[src/rtl/dmem_pkg.sv]
// Shared types and constants for the data-memory responder.
// Holds the word/strobe widths, the FSM state encoding, the latency-counter
// width and the byte-lane merge used by the storage array.
package dmem_pkg;

    localparam int WORD_W = 32;
    localparam int STRB_W = WORD_W / 8;
    localparam int CNT_W  = 4;

    typedef enum logic [1:0] {
        IDLE = 2'd0,
        BUSY = 2'd1,
        RESP = 2'd2
    } dmem_state_t;

    // Replace the byte lanes of old_word selected by strb with the lanes of new_word.
    function automatic logic [WORD_W-1:0] strb_merge(
        input logic [WORD_W-1:0] old_word,
        input logic [WORD_W-1:0] new_word,
        input logic [STRB_W-1:0] strb
    );
        logic [WORD_W-1:0] merged;
        merged = old_word;
        for (int i = 0; i < STRB_W; i++) begin
            if (strb[i]) begin
                merged[8*i +: 8] = new_word[8*i +: 8];
            end else begin
                merged[8*i +: 8] = old_word[8*i +: 8];
            end
        end
        return merged;
    endfunction

endpackage

[src/rtl/dmem_if.sv]
// Request/response bundle between the load/store unit (master) and the
// data-memory responder (slave).
interface dmem_if;
    import dmem_pkg::*;

    logic              req_valid;
    logic              req_ready;
    logic              req_we;
    logic [31:0]       req_addr;
    logic [WORD_W-1:0] req_wdata;
    logic [STRB_W-1:0] req_wstrb;
    logic              rsp_valid;
    logic              rsp_ready;
    logic [WORD_W-1:0] rsp_rdata;
    logic              rsp_err;

    modport master (
        output req_valid, req_we, req_addr, req_wdata, req_wstrb, rsp_ready,
        input  req_ready, rsp_valid, rsp_rdata, rsp_err
    );

    modport slave (
        input  req_valid, req_we, req_addr, req_wdata, req_wstrb, rsp_ready,
        output req_ready, rsp_valid, rsp_rdata, rsp_err
    );

endinterface

[src/rtl/dmem_bytearray.sv]
// DEPTH x 32-bit word storage with per-byte-lane synchronous write and a
// combinational read of the same index. Contents are never reset.
module dmem_bytearray
    import dmem_pkg::*;
#(
    parameter int DEPTH = 64,
    parameter int IDX_W = 6
) (
    input  logic              i_clk,
    input  logic              i_we,
    input  logic [IDX_W-1:0]  i_idx,
    input  logic [WORD_W-1:0] i_wdata,
    input  logic [STRB_W-1:0] i_wstrb,
    output logic [WORD_W-1:0] o_rdata
);

    logic [WORD_W-1:0] r_mem [DEPTH];

    // Commit the enabled byte lanes of the addressed word.
    always_ff @(posedge i_clk) begin
        if (i_we) begin
            r_mem[i_idx] <= strb_merge(r_mem[i_idx], i_wdata, i_wstrb);
        end
    end

    assign o_rdata = r_mem[i_idx];

endmodule

[src/rtl/dmem_responder.sv]
// Data-memory responder: one outstanding request, fixed access latency,
// byte-strobe writes and a registered response held until accepted.
// Optional feature macro: DMEM_ERR_EN (misaligned / out-of-range requests
// return an error response and never write memory).
module dmem_responder
    import dmem_pkg::*;
#(
    parameter int DEPTH   = 64,
    parameter int LATENCY = 2
) (
    input  logic  i_clk,
    input  logic  i_reset,
    dmem_if.slave bus
);

    localparam int               IDX_W      = $clog2(DEPTH);
    localparam logic [CNT_W-1:0] CNT_LOAD   = CNT_W'(LATENCY - 1);
    localparam logic [31:0]      ADDR_LIMIT = 32'(DEPTH * 4);

    dmem_state_t       r_state;
    dmem_state_t       w_state_nxt;
    logic [CNT_W-1:0]  r_cnt;
    logic [CNT_W-1:0]  w_cnt_nxt;

    // Request captured at acceptance, used when the access happens later.
    logic              r_we;
    logic [IDX_W-1:0]  r_idx;
    logic [WORD_W-1:0] r_wdata;
    logic [STRB_W-1:0] r_wstrb;
    logic              r_req_err;

    // Response registers, stable for the whole RESP state.
    logic [WORD_W-1:0] r_rdata;
    logic              r_err;

    logic              w_req_fire;
    logic [IDX_W-1:0]  w_req_idx;
    logic              w_req_err;
    logic              w_acc_fire;
    logic              w_acc_we;
    logic [IDX_W-1:0]  w_acc_idx;
    logic [WORD_W-1:0] w_acc_wdata;
    logic [STRB_W-1:0] w_acc_wstrb;
    logic              w_acc_err;
    logic              w_mem_we;
    logic [WORD_W-1:0] w_mem_rdata;

    assign w_req_idx = bus.req_addr[IDX_W+1:2];

`ifdef DMEM_ERR_EN
    assign w_req_err = (bus.req_addr[1:0] != 2'b00) || (bus.req_addr >= ADDR_LIMIT);
`else
    assign w_req_err = 1'b0;
`endif

    // Ready only when idle, and never while reset is asserted.
    assign bus.req_ready = (r_state == IDLE) && !i_reset;
    assign w_req_fire    = bus.req_valid && bus.req_ready;

    // Choose where the access comes from: the live request when LATENCY is 1,
    // otherwise the captured request when the countdown expires.
    always_comb begin
        w_acc_fire  = 1'b0;
        w_acc_we    = 1'b0;
        w_acc_idx   = '0;
        w_acc_wdata = '0;
        w_acc_wstrb = '0;
        w_acc_err   = 1'b0;
        if (LATENCY == 1) begin
            w_acc_fire  = w_req_fire;
            w_acc_we    = bus.req_we;
            w_acc_idx   = w_req_idx;
            w_acc_wdata = bus.req_wdata;
            w_acc_wstrb = bus.req_wstrb;
            w_acc_err   = w_req_err;
        end else begin
            w_acc_fire  = (r_state == BUSY) && (r_cnt == {CNT_W{1'b0}});
            w_acc_we    = r_we;
            w_acc_idx   = r_idx;
            w_acc_wdata = r_wdata;
            w_acc_wstrb = r_wstrb;
            w_acc_err   = r_req_err;
        end
    end

    assign w_mem_we = w_acc_fire && w_acc_we && !w_acc_err;

    dmem_bytearray #(
        .DEPTH (DEPTH),
        .IDX_W (IDX_W)
    ) u_array (
        .i_clk   (i_clk),
        .i_we    (w_mem_we),
        .i_idx   (w_acc_idx),
        .i_wdata (w_acc_wdata),
        .i_wstrb (w_acc_wstrb),
        .o_rdata (w_mem_rdata)
    );

    // Next-state and latency-counter decode.
    always_comb begin
        w_state_nxt = r_state;
        w_cnt_nxt   = r_cnt;
        case (r_state)
            IDLE: begin
                if (w_req_fire) begin
                    w_cnt_nxt = CNT_LOAD;
                    if (LATENCY == 1) begin
                        w_state_nxt = RESP;
                    end else begin
                        w_state_nxt = BUSY;
                    end
                end else begin
                    w_state_nxt = IDLE;
                end
            end
            BUSY: begin
                if (r_cnt == {CNT_W{1'b0}}) begin
                    w_state_nxt = RESP;
                end else begin
                    w_cnt_nxt   = r_cnt - {{(CNT_W-1){1'b0}}, 1'b1};
                    w_state_nxt = BUSY;
                end
            end
            RESP: begin
                if (bus.rsp_ready) begin
                    w_state_nxt = IDLE;
                end else begin
                    w_state_nxt = RESP;
                end
            end
            default: begin
                w_state_nxt = IDLE;
                w_cnt_nxt   = {CNT_W{1'b0}};
            end
        endcase
    end

    // State, captured request and response registers; reset drops any
    // in-flight transaction.
    always_ff @(posedge i_clk) begin
        if (i_reset) begin
            r_state   <= IDLE;
            r_cnt     <= {CNT_W{1'b0}};
            r_we      <= 1'b0;
            r_idx     <= {IDX_W{1'b0}};
            r_wdata   <= {WORD_W{1'b0}};
            r_wstrb   <= {STRB_W{1'b0}};
            r_req_err <= 1'b0;
            r_rdata   <= {WORD_W{1'b0}};
            r_err     <= 1'b0;
        end else begin
            r_state <= w_state_nxt;
            r_cnt   <= w_cnt_nxt;
            if (w_req_fire) begin
                r_we      <= bus.req_we;
                r_idx     <= w_req_idx;
                r_wdata   <= bus.req_wdata;
                r_wstrb   <= bus.req_wstrb;
                r_req_err <= w_req_err;
            end
            if (w_acc_fire) begin
                r_err <= w_acc_err;
                if (w_acc_we || w_acc_err) begin
                    r_rdata <= {WORD_W{1'b0}};
                end else begin
                    r_rdata <= w_mem_rdata;
                end
            end
        end
    end

    assign bus.rsp_valid = (r_state == RESP);
    assign bus.rsp_rdata = r_rdata;
    assign bus.rsp_err   = r_err;

endmodule
[src/flat_wrapper.sv]
// flat-port wrapper written by rule: the top's interface ports become plain ports
module dmem_responder_flat import dmem_pkg::*;
#(
    parameter int DEPTH   = 64,
    parameter int LATENCY = 2
)
  (i_clk, i_reset, bus_req_valid, bus_req_we, bus_req_addr, bus_req_wdata, bus_req_wstrb, bus_rsp_ready, bus_req_ready, bus_rsp_valid, bus_rsp_rdata, bus_rsp_err);
  dmem_if bus_i ();
  input  logic i_clk;
  input  logic i_reset;
  input wire logic [$bits(bus_i.req_valid)-1:0] bus_req_valid;
  input wire logic [$bits(bus_i.req_we)-1:0] bus_req_we;
  input wire logic [$bits(bus_i.req_addr)-1:0] bus_req_addr;
  input wire logic [$bits(bus_i.req_wdata)-1:0] bus_req_wdata;
  input wire logic [$bits(bus_i.req_wstrb)-1:0] bus_req_wstrb;
  input wire logic [$bits(bus_i.rsp_ready)-1:0] bus_rsp_ready;
  output wire logic [$bits(bus_i.req_ready)-1:0] bus_req_ready;
  output wire logic [$bits(bus_i.rsp_valid)-1:0] bus_rsp_valid;
  output wire logic [$bits(bus_i.rsp_rdata)-1:0] bus_rsp_rdata;
  output wire logic [$bits(bus_i.rsp_err)-1:0] bus_rsp_err;
  assign bus_i.req_valid = bus_req_valid;
  assign bus_i.req_we = bus_req_we;
  assign bus_i.req_addr = bus_req_addr;
  assign bus_i.req_wdata = bus_req_wdata;
  assign bus_i.req_wstrb = bus_req_wstrb;
  assign bus_i.rsp_ready = bus_rsp_ready;
  assign bus_req_ready = bus_i.req_ready;
  assign bus_rsp_valid = bus_i.rsp_valid;
  assign bus_rsp_rdata = bus_i.rsp_rdata;
  assign bus_rsp_err = bus_i.rsp_err;
  dmem_responder #(.DEPTH(DEPTH), .LATENCY(LATENCY)) u_core (.i_clk(i_clk), .i_reset(i_reset), .bus(bus_i));
endmodule
[config.mk]
export PLATFORM = sky130hd
export DESIGN_NAME = dmem_responder_flat
export DESIGN_NICKNAME = d
export VERILOG_FILES = /design/src/rtl/dmem_pkg.sv /design/src/rtl/dmem_if.sv /design/src/rtl/dmem_bytearray.sv /design/src/rtl/dmem_responder.sv /design/src/flat_wrapper.sv
export SDC_FILE = /design/constraint.sdc
export NUM_CORES = 2
export LEC_CHECK = 0
export BUFFER_PORTS_ARGS = -buffer_cell sky130_fd_sc_hd__buf_4
export CORE_MARGIN = 2
export CORE_UTILIZATION = 50
export DETAILED_ROUTE_END_ITERATION = 7
export PLACE_DENSITY_LB_ADDON = 0.12
export SETUP_SLACK_MARGIN = 0.2
export SYNTH_ARGS = -nofsm -noshare
export SYNTH_HDL_FRONTEND = slang
export SYNTH_SLANG_ARGS = --single-unit
export TNS_END_PERCENT = 30
[constraint.sdc]
create_clock -name i_clk -period 10.9 [get_ports i_clk]
set_input_delay 0 -clock i_clk [delete_from_list [all_inputs] [get_ports i_clk]]
set_output_delay 0 -clock i_clk [all_outputs]
set_load 0.02 [all_outputs]
==> summary.md <==
| Metric | Value |
|---|---|
| Reg power frac | 0.511 |
| Share of layout cells above drive strength 1 | 0.256 |
| Syn Inst Count | 4,080 |
| DR pass1 iterations | 5 |
| Post-CTS setup buffers | 0 |
| Sequential Area | 63,300 µm² |
| First-pass GRT wire length | 306,000 µm |
| Synth area leader | edfxtp_1 |
| Max stage delay on crit path | roughly 1200 ps |
| CP Max Fanout | 58 |
| Final ANT Viol Nets | 0 |
| Post-DP HPWL | 118,000 µm |
| Worst slew margin | 0.0831 |
| Pwr dens | 202 nW/µm² |
| EDFF count, synth | 2,048 |
| Netlist cell types | 54 |
| DRT Wirelength | 217,000 µm |
| Worst reg2reg path endpoint | u_core.u_array.r_mem[39][12] |
| Wire length per cell | 32.1 µm |
| Via count | approximately 42,000 |
| Vias in the first global route | 41,400 |
| # setup viols final | 0 |
| TritonCTS buffer count | 214 |
| CP Launch Type | flip-flop |
| Commonest non-fill, non-tap cell in the layout | edfxtp_1 |
| Tightest Hold Check Type | in2reg |
| Commonest cells after routing, fill and taps aside | edfxtp_1, mux4_2, mux2i_1 |
| Fin. Hold Viols | 0 |
| Asr flop ratio synth | 0 |
| Cell Area, Synth | 82,900 µm² |
| Syn Nets | approximately 4,200 |
| Clock Latency Late Sink | 850 ps |
| Die Area | 169,000 µm² |
| Most frequent CP cell | buf_4 |
| Dominant synthesized flop cell | edfxtp_1 |
| WP data required | 11,460 ps |
| Synthesis-stage register bit count | around 2,100 |
| R2R Setup Slk | roughly 5400 ps |
| Core ar. | 165,000 µm² |
| Setup TNS | 0 ps |
| Largest net degree at the start of global routing | 116 |
| Logic pwr share | 0.114 |
| Fmax | about 180 MHz |
| Nets | 4,450 |
| Clock Tree Buf Depth | 3 |
| Critical path's slowest cell | o31ai_4 |
| Initial Utilization | 0.503 |
| Total global routing overflow | 0 |
| Num rows | 149 |
| Clk network pwr share | 0.375 |
| Placed inst area | 87,200 µm² |
| Clock Skews | 38.2 ps |
| Hold Crit Endpoint | u_core.r_wdata[4] |
| Tmin final | 5540 ps |
| P&R area growth vs syn | 14.6% |
| PortBufs | 80 |
| Multi-input gate area | roughly 19,000 µm² |
| N_diodes | 0 |
| Worst reg2reg path depth | 8 |
| Clk slew on worst S/H paths | 60 ps |
| Sequential fraction of the synthesis area | 0.763 |
| # DRC | 0 |
| NetSw | ~4700 µW |
| Clk sink count | ~2,100 |
| H-tree depth reported by CTS | 4 |
| Die height | 411 µm |
| Clk root buf | clkbuf_16 |
| Final Wtd Congestion | 0.887 |
| Status | complete, no violations |
| Worst Hold Launch | bus_req_wdata[4] |
| Internal power | 14,500 µW |
| Via/cell ratio | 6.18 |
| Overall Global Routing Usage | 0.257 |
| Setup crit end kind | flip-flop |
| Die width | about 400 µm |
| Worst slew pin tran | roughly 1400 ps |
| Fillcell total | 12,300 |
| Leakage | 0.0292 µW |
| Critical Path AT | 6100 ps |
| RSZ-0062 raised after global routing | no |
| Worst path cell trace | buf_4 > nor2b_2 > buf_4 > a22oi_1 > nand3_1 > o21ai_0 > o31ai_4 > buf_4 |
| Avg Synthesized Cell Area | 20.3 µm² |
| TritonCTS clock tree | built |
| Kind of critical path | reg2reg |
| Final period util | 0.508 |
| Maximum capacitance violations | 0 |
| Switch share | 0.246 |
| Largest cells by area after synthesis | edfxtp_1, mux4_2, mux2i_1, dfxtp_1, mux2_2 |
| DR iter-0 viols | approximately 4,800 |
| Final Instance Area | 95,100 µm² |
| Post-synth top area share | 0.742 |
| Initial antenna violation count | 3 |
| IO Pins | ~110 |
| Synth warn | 0 |
| Power after layout | 19,200 µW |
| Worst vdd ir | 0.180 mV |
| Fin. max-slew vios | 0 |
| Worst hold stages | 4 |
[logic make-up after synthesis]
group,share of synthesized area
DFF,0.763
xor gates and xnor gates,0.000211
adders and majority gates,0.000151
and+or+nand+nor,0.0256
AOI/OAI and AO/OA,0.0337
buffers and inverters,0.0169
other,0.0000452
muxes,0.161
[worst max path at each step]
stage | endpoint | depth (start not counted) | from | slack (ps)
final | u_core.u_array.r_mem[39][12] | 8 | flip-flop | 5360
after global routing | u_core.u_array.r_mem[36][12] | 7 | flip-flop | 5210
after CTS | u_core.u_array.r_mem[36][12] | 7 | flip-flop | 5390
after detailed placement | u_core.u_array.r_mem[54][3] | 8 | flip-flop | 5410
after global placement | u_core.u_array.r_mem[58][3] | 8 | flip-flop | 5530
after floorplan | u_core.u_array.r_mem[0][14] | 11 | flip-flop | 5650
[through the flow]
step	instances	setup WS, ps	util	hold WS [ps]
6_report	6753	5360	0.577	62.4
3_3_place_gp	6257	5530	0.529	259
5_1_grt	6753	5210	0.577	50.8
3_5_place_dp	6257	5410	0.529	257
4_1_cts	6751	5390	0.577	10.3
2_1_floorplan	4080	5650	-	136
[worst max-delay path: cells and delay by family (launching register included)]
family,cells,cell delay (ps)
AO/OA/AOI/OAI,3,1730
buffers and inverters,3,1760
flip-flops,1,930
AND/OR/NAND/NOR,2,650
[repair_timing]
item / 4_1_cts / 5_1_grt
hold buffers: 90 / 0
endpoints found under the hold margin: 55 / 0
gates resized for setup: 0 / 0
[final cells by class]
cell class / instances / area share
inverters: 28 / 0.00111
clock buffers: 274 / 0.0598
clock inverters: 130 / 0.0132
well taps: 2189 / 0.0288
flip-flops and latches: 2135 / 0.665
repair buffers: 317 / 0.0282
multi-input cells: 1680 / 0.203
[state kept, by name, indices dropped and copies added (netlist names), named ones only]
register,cells
u_core.r_state,2
u_core.r_wdata,32
u_core.bus.rsp_rdata,32
u_core.r_idx,6
u_core.u_array.r_mem,2048
u_core.r_cnt,4
u_core.r_we,1
u_core.r_wstrb,4
[power by group through the flow]
stage | Sequential [µW] | Clock (µW) | Combinational, µW
finish | 9790 | 7190 | 2190
global route | 9790 | 7620 | 2330
CTS | 9790 | 7310 | 2190
detailed placement | 9970 | 0 | 2160
global placement | 9960 | 0 | 2110
floorplan | 10000 | 0 | 1220
[cells in the mapped netlist, types with 5 or more instances]
master	number
mux4_2	405
o31ai_1	18
buf_4	52
a22o_1	61
buf_6	20
dfxtp_1	87
a211oi_1	8
buf_2	45
mux2i_1	295
a221o_1	23
nand2_1	181
o22ai_1	40
buf_1	24
a221oi_1	31
a21oi_1	101
a211o_1	10
and3_1	26
a22oi_1	68
nand2b_1	12
edfxtp_1	2048
nor2b_1	10
nor2_1	132
o21ai_0	11
clkbuf_1	95
mux2_2	112
and2_1	5
nand3_1	81
inv_1	28
[metal layers]
| metal | track usage | share of wire | wire, µm | vias up |
|---|---|---|---|---|
| li1 | - | - | - | 17500 |
| met1 | 0.377 | 0.43 | 92800 | 22400 |
| met4 | 0.0695 | 0.024 | 5220 | 2 |
| met2 | 0.404 | 0.48 | 104000 | 1563 |
| met3 | 0.0401 | 0.068 | 14700 | 248 |
| met5 | 0 | 0.000060 | 13 | - |
Note: power is estimated with default switching activity, not from simulation.
